**config.mk**
```make
export PLATFORM = sky130hd
export DESIGN_NAME = nn_agent_env
export DESIGN_NICKNAME = d
export VERILOG_FILES = /design/src/rtl/nn_agent_env_pkg.sv /design/src/rtl/nn_agent_env_sensor.sv /design/src/rtl/nn_agent_env.sv
export SDC_FILE = /design/constraint.sdc
export NUM_CORES = 1
export LEC_CHECK = 0
export BUFFER_PORTS_ARGS = -buffer_cell sky130_fd_sc_hd__buf_2
export CORE_MARGIN = 4
export CORE_UTILIZATION = 57
export CTS_BUF_LIST = sky130_fd_sc_hd__clkbuf_2
export DETAILED_ROUTE_END_ITERATION = 10
export PLACE_DENSITY = 0.82
export SYNTH_ARGS = -nofsm -noshare
export SYNTH_HDL_FRONTEND = slang
export SYNTH_SLANG_ARGS = --single-unit
export TNS_END_PERCENT = 20
```
**constraint.sdc**
```tcl
create_clock -name clk -period 3.6 [get_ports clk]
set_input_delay 0 -clock clk [delete_from_list [all_inputs] [get_ports clk]]
set_output_delay 0 -clock clk [all_outputs]
set_load 0.03 [all_outputs]
```
**src/rtl/nn_agent_env_pkg.sv**
```systemverilog
// Shared types and constants for the game environment that feeds the NN player.
// Move codes, lane count, FSM states and sensor bit positions live here.
package nn_agent_env_pkg;

   localparam logic [1:0] MOVE_LEFT  = 2'd0;
   localparam logic [1:0] MOVE_STAY  = 2'd1;
   localparam logic [1:0] MOVE_RIGHT = 2'd2;

   localparam int NUM_LANES = 3;
   localparam int SENS_W    = 6;

   localparam int SENS_R0_LEFT   = 0;
   localparam int SENS_R0_CENTER = 1;
   localparam int SENS_R0_RIGHT  = 2;
   localparam int SENS_R1_LEFT   = 3;
   localparam int SENS_R1_CENTER = 4;
   localparam int SENS_R1_RIGHT  = 5;

   typedef enum logic [2:0] {
      ST_IDLE   = 3'd0,
      ST_WAIT   = 3'd1,
      ST_SETTLE = 3'd2,
      ST_APPLY  = 3'd3,
      ST_OVER   = 3'd4
   } state_e;

   // Walls stop the player: left at lane 0 and right at the last lane are no-ops.
   function automatic logic [1:0] clamp_lane(input logic [1:0] lane, input logic [1:0] mv);
      logic [1:0] nl;
      nl = lane;
      if (mv == MOVE_LEFT && lane != 2'd0) begin
         nl = lane - 2'd1;
      end else if (mv == MOVE_RIGHT && lane < 2'(NUM_LANES - 1)) begin
         nl = lane + 2'd1;
      end
      return nl;
   endfunction

   // A fully blocked row would make the game unwinnable, so it is opened up.
   function automatic logic [2:0] sanitize_row(input logic [2:0] row);
      return (row == 3'b111) ? 3'b101 : row;
   endfunction

   function automatic logic [15:0] lfsr_next(input logic [15:0] s);
      return {s[14:0], s[15] ^ s[13] ^ s[12] ^ s[10]};
   endfunction

endpackage

```
**src/rtl/nn_agent_env_sensor.sv**
```systemverilog
// Combinational sensor encoder: the two nearest obstacle rows seen from the player lane.
// Each row yields {right, center, left}; walls read as obstacles.
module nn_sensor_encode
   import nn_agent_env_pkg::*;
(
   input  logic [2:0]        row0_i,
   input  logic [2:0]        row1_i,
   input  logic [1:0]        lane_i,
   output logic [SENS_W-1:0] sens_o
);

   function automatic logic [2:0] encode_row(input logic [2:0] row, input logic [1:0] p);
      logic [2:0] s;
      case (p)
         2'd0:    s = {row[1], row[0], 1'b1};
         2'd2:    s = {1'b1, row[2], row[1]};
         default: s = {row[2], row[1], row[0]};
      endcase
      return s;
   endfunction

   always_comb begin
      sens_o = '0;
      sens_o[SENS_R0_LEFT +: 3] = encode_row(row0_i, lane_i);
      sens_o[SENS_R1_LEFT +: 3] = encode_row(row1_i, lane_i);
   end

endmodule

```
**src/rtl/nn_agent_env.sv**
```systemverilog
// 3-lane obstacle game that presents sensors to the NN, samples its move after a
// settle window, applies it, scrolls the field and keeps a saturating survival score.
module nn_agent_env
   import nn_agent_env_pkg::*;
#(
   parameter int          TICK_DIV      = 8,
   parameter int          SETTLE_CYCLES = 2,
   parameter int          ROWS          = 4,
   parameter int          SCORE_W       = 16,
   parameter logic [15:0] LFSR_SEED     = 16'hACE1
) (
   input  logic                 clk,
   input  logic                 rst_n,
   input  logic                 start_i,
   input  logic                 load_en_i,
   input  logic [3*ROWS-1:0]    load_field_i,
   input  logic [1:0]           load_lane_i,
   input  logic [1:0]           move_i,
   output logic [SENS_W-1:0]    sens_o,
   output logic [1:0]           lane_o,
   output logic [3*ROWS-1:0]    field_o,
   output logic [SCORE_W-1:0]   score_o,
   output logic                 busy_o,
   output logic                 game_over_o,
   output state_e               state_o
);

   localparam int FW       = 3 * ROWS;
   localparam int TICK_W   = $clog2(TICK_DIV);
   localparam int SETTLE_W = $clog2(SETTLE_CYCLES + 1);
   localparam logic [TICK_W-1:0]   TICK_LAST   = TICK_W'(TICK_DIV - 1);
   localparam logic [SETTLE_W-1:0] SETTLE_LAST = SETTLE_W'(SETTLE_CYCLES - 1);

   state_e               state_q, state_d;
   logic [1:0]           lane_q, lane_d;
   logic [FW-1:0]        field_q, field_d;
   logic [SCORE_W-1:0]   score_q, score_d;
   logic [SENS_W-1:0]    sens_q, sens_d;
   logic [15:0]          lfsr_q, lfsr_d;
   logic [TICK_W-1:0]    tick_cnt_q, tick_cnt_d;
   logic [SETTLE_W-1:0]  settle_cnt_q, settle_cnt_d;
   logic [1:0]           move_q, move_d;

   logic [SENS_W-1:0]    sens_enc;
   logic [1:0]           load_lane_norm;
   logic [1:0]           new_lane;
   logic [2:0]           row0;
   logic                 collision;
   logic                 tick_done;
   logic                 settle_done;

   nn_sensor_encode u_sensor_encode (
      .row0_i (field_q[2:0]),
      .row1_i (field_q[5:3]),
      .lane_i (lane_q),
      .sens_o (sens_enc)
   );

   assign load_lane_norm = (load_lane_i == 2'd3) ? 2'd1 : load_lane_i;
   assign tick_done      = (state_q == ST_WAIT)   && (tick_cnt_q == TICK_LAST);
   assign settle_done    = (state_q == ST_SETTLE) && (settle_cnt_q == SETTLE_LAST);
   assign new_lane       = clamp_lane(lane_q, move_q);
   assign row0           = field_q[2:0];
   // Collision is judged against the field as it was before this tick's scroll.
   assign collision      = row0[new_lane];

   always_ff @(posedge clk or negedge rst_n) begin
      if (!rst_n) begin
         state_q <= ST_IDLE;
      end else begin
         state_q <= state_d;
      end
   end

   always_comb begin
      state_d = state_q;
      case (state_q)
         ST_IDLE:   if (start_i) state_d = ST_WAIT;
         ST_WAIT:   if (tick_done) state_d = ST_SETTLE;
         ST_SETTLE: if (settle_done) state_d = ST_APPLY;
         ST_APPLY:  state_d = collision ? ST_OVER : ST_WAIT;
         ST_OVER:   if (start_i) state_d = ST_WAIT;
         default:   state_d = ST_IDLE;
      endcase
   end

   always_comb begin
      busy_o      = (state_q == ST_WAIT) || (state_q == ST_SETTLE) || (state_q == ST_APPLY);
      game_over_o = (state_q == ST_OVER);
      state_o     = state_q;
   end

   always_comb begin
      lane_d       = lane_q;
      field_d      = field_q;
      score_d      = score_q;
      sens_d       = sens_q;
      lfsr_d       = lfsr_q;
      tick_cnt_d   = tick_cnt_q;
      settle_cnt_d = settle_cnt_q;
      move_d       = move_q;
      case (state_q)
         ST_IDLE: begin
            sens_d = '0;
            if (load_en_i) begin
               field_d = load_field_i;
               lane_d  = load_lane_norm;
            end
         end
         ST_OVER: begin
            sens_d = '0;
            if (start_i) begin
               lane_d  = 2'd1;
               field_d = '0;
               score_d = '0;
            end
         end
         ST_WAIT: begin
            if (tick_done) begin
               tick_cnt_d = '0;
               sens_d     = sens_enc;
            end else begin
               tick_cnt_d = tick_cnt_q + TICK_W'(1);
            end
         end
         ST_SETTLE: begin
            if (settle_done) begin
               settle_cnt_d = '0;
               move_d       = move_i;
            end else begin
               settle_cnt_d = settle_cnt_q + SETTLE_W'(1);
            end
         end
         ST_APPLY: begin
            lane_d  = new_lane;
            field_d = {sanitize_row(lfsr_q[2:0]), field_q[FW-1:3]};
            lfsr_d  = lfsr_next(lfsr_q);
            if (collision) begin
               sens_d = '0;
            end else if (score_q != {SCORE_W{1'b1}}) begin
               score_d = score_q + SCORE_W'(1);
            end
         end
         default: begin
         end
      endcase
   end

   always_ff @(posedge clk or negedge rst_n) begin
      if (!rst_n) begin
         lane_q       <= 2'd1;
         field_q      <= '0;
         score_q      <= '0;
         sens_q       <= '0;
         lfsr_q       <= LFSR_SEED;
         tick_cnt_q   <= '0;
         settle_cnt_q <= '0;
         move_q       <= MOVE_STAY;
      end else begin
         lane_q       <= lane_d;
         field_q      <= field_d;
         score_q      <= score_d;
         sens_q       <= sens_d;
         lfsr_q       <= lfsr_d;
         tick_cnt_q   <= tick_cnt_d;
         settle_cnt_q <= settle_cnt_d;
         move_q       <= move_d;
      end
   end

   assign sens_o  = sens_q;
   assign lane_o  = lane_q;
   assign field_o = field_q;
   assign score_o = score_q;

endmodule

```
# After elaboration in Yosys (flattened, before gate mapping)

Cells that the tools add are included.

Bits in registers: 62
Bits in latches: 0
RAM bits: 0
Memory bits (read-only): 0
Input port bits: 20
Logic and storage cells: 85
Memories: 0

Add/sub/neg operators: 5
$mul: 0
Div/mod/pow operators: 0
$lt $le $gt $ge: 2
Equal/unequal tests: 19
Shifts and indexed selects: 0
Muxes and demuxes: 28
Bitwise gates (word level): 3
Reduce and logical (&&, ||, !) cells: 19

Operators with widths:

| cell                                                                     | number |
|---|---|
| 16-bit 2-to-1 mux                                                        | 3 |
| 12-bit case mux with 3 select lines                                      | 1 |
| 16-bit case mux with 2 select lines                                      | 1 |
| 12-bit 2-to-1 mux                                                        | 2 |
| 3-bit 2-to-1 mux                                                         | 6 |
| 6-bit case mux with 3 select lines                                       | 1 |
| 16-bit by 1-bit adder with 16-bit output (second input constant)         | 1 |
| 16-bit inequality test (second input constant)                           | 1 |
| 2-bit 2-to-1 mux                                                         | 6 |
| 6-bit 2-to-1 mux                                                         | 2 |
| 2-bit inequality test (second input constant)                            | 6 |
| 3-bit case mux with 2 select lines                                       | 2 |
| 3-bit case mux with 4 select lines                                       | 1 |
| 3-bit equality test (second input constant)                              | 3 |
| 3-bit AND reduction                                                      | 3 |
| 2-bit equality test (second input constant)                              | 3 |
| 3-bit by 2-bit equality test with 1-bit output (second input constant)   | 2 |
| 2-bit case mux with 3 select lines                                       | 1 |
| 3-bit nonzero test                                                       | 2 |
| 2-bit by 1-bit adder with 2-bit output (second input constant)           | 2 |
| 1-bit logical AND                                                        | 4 |
| 2-bit zero test                                                          | 2 |
| 2-bit by 1-bit inequality test with 1-bit output (second input constant) | 2 |
| 4-bit AND reduction                                                      | 1 |
| other kinds (14)                                                         | 18 |

# Longest topological paths before layout

Gate-level depths: netlist of the first run.

Word-level depth: 8
Depth in mapped cells: 10
Gate-level depth less buffers: 8

# By module

A second synthesis of the first run with hierarchy kept.

Cells, all modules: 364
Area, all modules: 3,216.8 um^2

By module, submodules not included:

| module           | times used | cells each | area an instance (um^2) | seq. area each (um^2) |
|---|---|---|---|---|
| nn_agent_env     | 1          | 346        | 3,118.0                 | 1,564.0 |
| nn_sensor_encode | 1          | 18         | 98.8                    | 0.0 |

# Least setup slack after synthesis of the first run

OpenSTA, ideal clock, no wires.

Path kind: reg-to-reg
Start point: reg lane_q[0], in the netlist lane_o[0]
End point: reg score_q[4], in the netlist score_o[4]
Arrival: 2,687 ps
Data required time: 3,477 ps
Slack: 790 ps
Cell stages (with the launch flop): 10
Path buffers: 1
Period minus slack after synthesis: 2,810 ps
Path through: dfstp_2 > inv_1 > ha_1 > nor4b_1 > a31oi_1 > and2_1 > buf_2 > mux2_4 > or4_4 > mux2i_1

Cells in the longest elaborated chain, start to end: 8
Elaborated cells on any way between the ends: 12
Those cells by class: 2 x add/sub; 1 x order compare; 1 x eq/ne; 4 x mux; 4 x reduce/logical

Ends and longest elaborated chain:

| item                                          | line                   | source |
|---|---|---|
| from (decl)                                   | nn_agent_env.sv:35     | `logic [1:0] lane_q, lane_d;` |
| from (signal assigned)                        | nn_agent_env.sv:160    | `lane_q <= lane_d;` |
| 2-bit less-than comparator                    | nn_agent_env_pkg.sv:33 | `end else if (mv == MOVE_RIGHT && lane < 2'(NUM_LANES - 1)) begin` |
| 1-bit logical AND                             | nn_agent_env_pkg.sv:33 |  |
| 2-bit 2-to-1 mux                              | nn_agent_env_pkg.sv:33 |  |
| 2-bit 2-to-1 mux (*)                          | nn_agent_env_pkg.sv:31 | `if (mv == MOVE_LEFT && lane != 2'd0) begin` |
| 1-bit binary-select mux with 2-bit select (*) | nn_agent_env.sv:65     | `assign collision = row0[new_lane];` |
| 1-bit 2-to-1 mux (implied by the code) (*)    | nn_agent_env.sv:65     |  |
| 2-bit inequality test (no line) (*)           | --                     |  |
| 4-bit AND reduction (no line) (*)             | --                     |  |
| to (signal assigned)                          | nn_agent_env.sv:162    | `score_q <= score_d;` |
| to (decl)                                     | nn_agent_env.sv:37     | `logic [SCORE_W-1:0] score_q, score_d;` |

Mark *: on every way between the ends. The rest lies on a longest branch, timed or not. The select of a mux whose other input is x is not followed.
A chain may end at the register's enable or synchronous reset.

# Worst setup path in the final report of the first run

Start point: reg lane_q[0], in the netlist lane_o[0]
End point: reg score_q[15], in the netlist score_o[15]

The elaborated chain is that of the path after synthesis.

==> impl_metrics.ini, run 1 <==
[critical_path]
rr_worst_depth = 8
rrSetupSlack_ns = 0.56
end_kind = register
cp_max_fo = 13
worstReg2RegEnd = score_o[15]
critPathRequiredTime_ns = 4.02
startpoint_type = register
critPathKind = reg2reg
crit_arrival_ns = 3.46
timing.rr.start = lane_o[0]

[synth]
post-synth-top-area-fraction_pct = 40.0
ys_ff_latch = 62
yosysWarnings = 0
seq_area_frac_synth_pct = 48.1
synth_edf_count = 0
synth_area_um2 = 3250
synthTopCellsByArea = dfrtp_1 (40%), dfstp_2 (8.1%), nand2_1 (7.7%)
synth_cell_types = 52
synth_ff_type = dfrtp_1
synth_fp_nets = 378
netlist_instances = 353
synth.avg_cell_area_um2 = 9.22
yosys.area.top_type = dfrtp_1
synthArstFlopShare_pct = 100

[sta]
tns_ns = 0
fin_ws_ns = 0.561
hold_ws_ns = 0.153
maxSlewHeadroom_pct = 39.6
finalCriticalPeriod_ns = 3.04
slew_viol_final = 0
fin_crit_sh_pct = 84.4
setup_viol = 0
worst_clock_skew_ns = 0.0247
fmax_ghz = 0.329
rsz0062_at_grt = no
hold_viol = 0
worst_pin_slew_ns = 0.906

[placement]
post_dp_cell_area_um2 = 3630
gp_congestion = 0.830
pre_cts_ws_ns = 0.633
place_hpwl_um = 5240
port_buffers = 60

[layout]
diodes = 0
finish.utilization_pct = 70.7
fin_nets = 454
syn2layout_area_growth_pct = 19.6
stdcell_area_um2 = 3890
layout-drive-gt1-share_pct = 24.9

[clock_tree]
cts_sinks = 62
post_cts_resized = 0
cts_root_buffer = clkbuf_2
clk_pin_slew_ns = 0.18
cts_buffers = 9
cts_max_level = 3
cts_tree = done
clk_latency_ns = 0.49
clock_path_buffers = 2

[status]
status = complete, no violations

[worst_hold_path]
hold_class = in2async

[routing]
vias_per_cell = 5.84
top_layer = met4
wirelength_um = 7890
drc = 0
vias = 2953
first_pass_iters = 5
drt_iter0_markers = 205
dr_wl_met3_um = 410
avgRoutedWirePerCell_um = 15.6
ant_nets = 0
wl_met2_um = 3940
met1_length_um = 3410

[floorplan]
initial_utilization_pct = 59.1
dieArea_um2 = 6980
ios = 61
die_h_um = 83.6
rows = 27
core-area_um2 = 5510
die_w_um = 83.6

[power]
p_per_area_nw_per_um2 = 865
leakage_nw = 1.76
vdd_drop_max_v = 0.000587

[grt]
grt_pass1_vias = 2973
grt_max_degree = 42
gr-usage-all-layers_pct = 23.9
antenna_found_initial = 0
grt_pass1_wl_um = 13800
gr-total-overflow = 0

[job]
drv_cap = 0
==> final cells by class <==
class	count	area (µm²)
clock buffers	11	55.1
multi-input cells	264	1600
clock inverters	5	26.3
flip-flops and latches	62	1560
inverters	8	30.0
fillers	442	1610
repair buffers	84	526
well taps	72	90.1
==> state kept, by name, summed over array words and instances, names as in the netlist <==
signal        cells
move_q            2
sens_o            6
lfsr_q           16
field_o          12
lane_o            2
tick_cnt_q        3
state_o           3
settle_cnt_q      2
score_o          16
==> cell usage in the layout, fill, tap and decap left out, drive strengths merged, types with 9 or more instances in the layout <==
| master | synthesis | layout |
|---|---|---|
| nand2 | 67 | 67 |
| buf | 5 | 66 |
| dfrtp | 52 | 52 |
| a21oi | 27 | 27 |
| nor2 | 26 | 26 |
| dlygate4sd3 | 0 | 18 |
| a22oi | 14 | 14 |
| clkbuf | 14 | 11 |
| dfstp | 10 | 10 |
| o21ai | 10 | 10 |
| mux2 | 10 | 10 |
| nand3 | 9 | 9 |
==> layer usage <==
metal	up-vias	track usage (%)
li1	1425	-
met1	1416	29.9
met2	99	38.9
met3	13	6.71
met4	0	9.94
met5	-	0
==> metrics by stage <==
stage | std cells | power [W]
floorplan | 353 | 0.00250
global placement | 472 | 0.00294
detailed placement | 472 | 0.00301
CTS | 506 | 0.00337
global route | 506 | 0.00364
finish | 506 | 0.00337
==> where the power goes <==
group | internal (W) | switching [W]
combinational | 0.000647 | 0.00118
clock | 0.0000909 | 0.000249
sequential | 0.000926 | 0.000277
total | 0.00166 | 0.00170
==> how the worst max path moves through the flow <==
stage          startpoint     endpoint  slack, ns  depth (start not counted)
6_report        lane_o[0]  score_o[15]       0.56                          8
4_1_cts         lane_o[0]  score_o[15]       0.61                          8
3_5_place_dp    lane_o[0]  score_o[15]       0.63                          8
2_1_floorplan   lane_o[0]   score_o[4]       0.79                          9
3_3_place_gp    lane_o[0]    sens_o[1]       0.76                          8
5_1_grt         lane_o[0]  score_o[15]       0.33                          8
==> cell usage after synthesis (2+ instances only) <==
cell and instances:
dfrtp_1 52, nor2b_1 6, and2_1 2, o21ai_0 8, nand4_1 3, o31ai_1 7
nor2_1 26, o311ai_0 2, a22oi_1 14, buf_2 4, inv_1 8, ha_1 5
or4_1 7, nand2b_1 5, nand2_1 67, clkbuf_1 14, o2111ai_1 3, o21ai_1 2
or2_2 2, nor4b_1 2, nor3_1 5, o211ai_1 8, a32oi_1 2, or3_1 4
and4_1 3, xnor2_1 3, nand3b_1 2, dfstp_2 10, mux2_2 8, a31oi_1 3
mux2i_1 5, and3_1 4, nand3_1 9, a211oi_1 5, a21oi_1 26
==> critical path, cell delays in order, from the launching register on <==
cell      delay [ns]
dfstp_2         0.61
inv_1           0.11
ha_1            0.35
mux2i_1         0.27
a21oi_1         0.16
o21ai_1         0.46
o211ai_1        0.34
or4_1           0.54
a21oi_1         0.15
==> timing repair <==
action	CTS	global route
setup buffers	0	0
hold buffers	18	0
endpoints found under the hold margin	55	0
==> cell families (layout without fill, tap and decap cells) <==
group / Yosys count / count (layout) / synth area share [%]
flops: 62 / 62 / 48.1
xor+xnor: 4 / 4 / 1.08
mux: 15 / 15 / 5.11
compound gates: 87 / 87 / 17.8
buf+inv: 27 / 108 / 3.27
simple gates: 153 / 153 / 22.8
fa+ha+maj: 5 / 5 / 1.92
(Power assumes the default switching activity.)
==> run 2: changes to the inputs <==
==> constraint.sdc (replaced) <==
create_clock -name clk -period 3 [get_ports clk]
set_input_delay 0 -clock clk [delete_from_list [all_inputs] [get_ports clk]]
set_output_delay 0 -clock clk [all_outputs]
set_load 0.03 [all_outputs]
==> run 2 against run 1 <==
Critical path depth is 2 higher. Clock-buffer cell count rose by 1. Combinational power up 23%. Clock skew fell by 0.0082 ns. Critical endpoint is now score_o[11]. Wire length fell by 0.72%. Sequential power increased by 21%. Sequential share of layout area down 1.2 points. Highest routed layer unchanged. Via count increased by 0.71%. First-iteration DRC count down 4.9%. Clock power rose by 72%. Largest cell class unchanged. Non-clock buffer count grew 8. Core utilization rose by 2.1 points.
==> impl_metrics.ini, run 2 (synthesized netlist as in run 1, its figures left out) <==
[worst_hold_path]
hold_class = in2async

[floorplan]
die_w_um = 83.6
ios = 61
core-area_um2 = 5510
die_h_um = 83.6
rows = 27
dieArea_um2 = 6980
initial_utilization_pct = 59.1

[critical_path]
max_stage_delay_ns = 0.61
critPathKind = reg2reg
worstSetupStartpoint = lane_o[0]
timing.rr.start = lane_o[0]
crit_buf_inv = 3
cp_max_fo = 8
cp_num_cells = 10
worstReg2RegEnd = score_o[11]
startpoint_type = register
critPathTopFamily = simple AND/OR/NAND/NOR gates
path_cells = inv_1 > ha_1 > nor4b_1 > a31oi_1 > and2_1 > buf_4 > o211ai_1 > buf_4 > or4_1 > a21oi_1
endpoint = score_o[11]
crit_top_cell = buf_4
cp_slowest_cell = dfstp_2
crit_arrival_ns = 3.27
rrSetupSlack_ns = 0.18
rr_worst_depth = 10
end_kind = register
critPathRequiredTime_ns = 3.45

[sta]
setup_viol = 0
slew_viol_final = 0
fmax_ghz = 0.355
worst_clock_skew_ns = 0.0166
fin_crit_sh_pct = 94.0
maxSlewHeadroom_pct = 34.0
worst_pin_slew_ns = 0.986
finalCriticalPeriod_ns = 2.82
hold_viol = 0

[routing]
vias = 2974
wirelength_um = 7830
drt_iter0_markers = 195
ant_nets = 0
first_pass_iters = 4
drc = 0
avgRoutedWirePerCell_um = 15.2
vias_per_cell = 5.79

[placement]
gp_congestion = 0.831
port_buffers = 60
post_dp_cell_area_um2 = 3650
place_hpwl_um = 5170

[clock_tree]
clk_latency_ns = 0.51
cts_buffers = 9
cts_sinks = 62
clk_pin_slew_ns = 0.17
post_cts_resized = 0
clock_path_buffers = 2
cts_root_buffer = clkbuf_2
cts_tree = done
cts_max_level = 3

[grt]
grt_pass1_wl_um = 13800
gr-total-overflow = 0
grt_pass1_vias = 2924
antenna_found_initial = 0
grt_max_degree = 62
gr-usage-all-layers_pct = 23.8

[power]
vdd_drop_max_v = 0.000657
leakage_nw = 1.82
p_per_area_nw_per_um2 = 1070

[layout]
stdcell_area_um2 = 4010
finish.utilization_pct = 72.8
final_cell_mix = nand2_1 (67), buf_2 (60), dfrtp_1 (52), nor2_1 (26), a21oi_1 (26)
layout-drive-gt1-share_pct = 25.8
layout_commonest_cell = nand2_1
fin_nets = 462
syn2layout_area_growth_pct = 23.2
diodes = 0

[status]
status = complete, no violations

[job]
drv_cap = 0
[run 2: changes by cell type in the layout (fill, tap and decap cells not counted)]
cell | previous run | this run
buf_4 | 6 | 12
clkbuf_2 | 11 | 12
dlygate4sd3_1 | 18 | 20
clkinv_2 | 3 | 0
bufinv_16 | 0 | 2
[run 2: metrics by stage]
stage	hold slack, ns	power [W]	cells	setup TNS (ns)	setup WS [ns]
after floorplan	-0.296	0.00300	353	0	0.190
after global placement	-0.0540	0.00357	475	0	0.315
after detailed placement	-0.0478	0.00366	475	0	0.218
after CTS	0.197	0.00427	511	0	0.185
after global routing	0.246	0.00459	514	-0.00981	-0.00981
final	0.168	0.00427	514	0	0.180
[run 2: power by group]
group | switching (W) | internal (W)
logic | 0.00142 | 0.000818
clock network | 0.000300 | 0.000284
registers | 0.000337 | 0.00111
[run 2: cell type report]
| type | count | area [µm²] |
|---|---|---|
| multi-input combinational | 264 | 1600 |
| sequential | 62 | 1560 |
| fill | 431 | 1500 |
| timing repair buffer | 92 | 591 |
| tap | 72 | 90.1 |
| clock inverter | 4 | 71.3 |
| clock buffer | 12 | 60.1 |
| inverter | 8 | 30.0 |
[run 2: worst min-delay path by stage]
stage                     slack (ns)  cells after the start    endpoint  startpoint
after floorplan                -0.30                      0  field_o[0]       rst_n
after global placement         -0.05                      1  lfsr_q[11]       rst_n
after detailed placement       -0.05                      1  lfsr_q[11]       rst_n
after CTS                       0.20                      3  lfsr_q[12]       rst_n
after global routing            0.25                      3   lfsr_q[1]       rst_n
final                           0.17                      3  lfsr_q[12]       rst_n
[run 2: per-layer routing]
metal,track usage (%),routed length [µm],vias to the layer above
met5,0,0,-
met4,11.3,116,0
met3,5.13,471,12
met2,37.5,3750,91
met1,31.3,3490,1426
li1,-,-,1445
[run 2: worst register-to-register path: cells and delay by family (launching register included)]
kind | cells | cell delay (ns)
flip-flops | 1 | 0.61
AND/OR/NAND/NOR | 3 | 0.77
buffers and inverters | 3 | 0.49
adder cells (fa/ha/maj) | 1 | 0.32
AO/OA/AOI/OAI | 3 | 0.58
[run 2: repair_timing]
item / in CTS / in global routing
hold buffers: 20 / 0
hold endpoints to repair: 73 / 0
setup endpoints to repair: 0 / 1
buffers inserted: 0 / 3
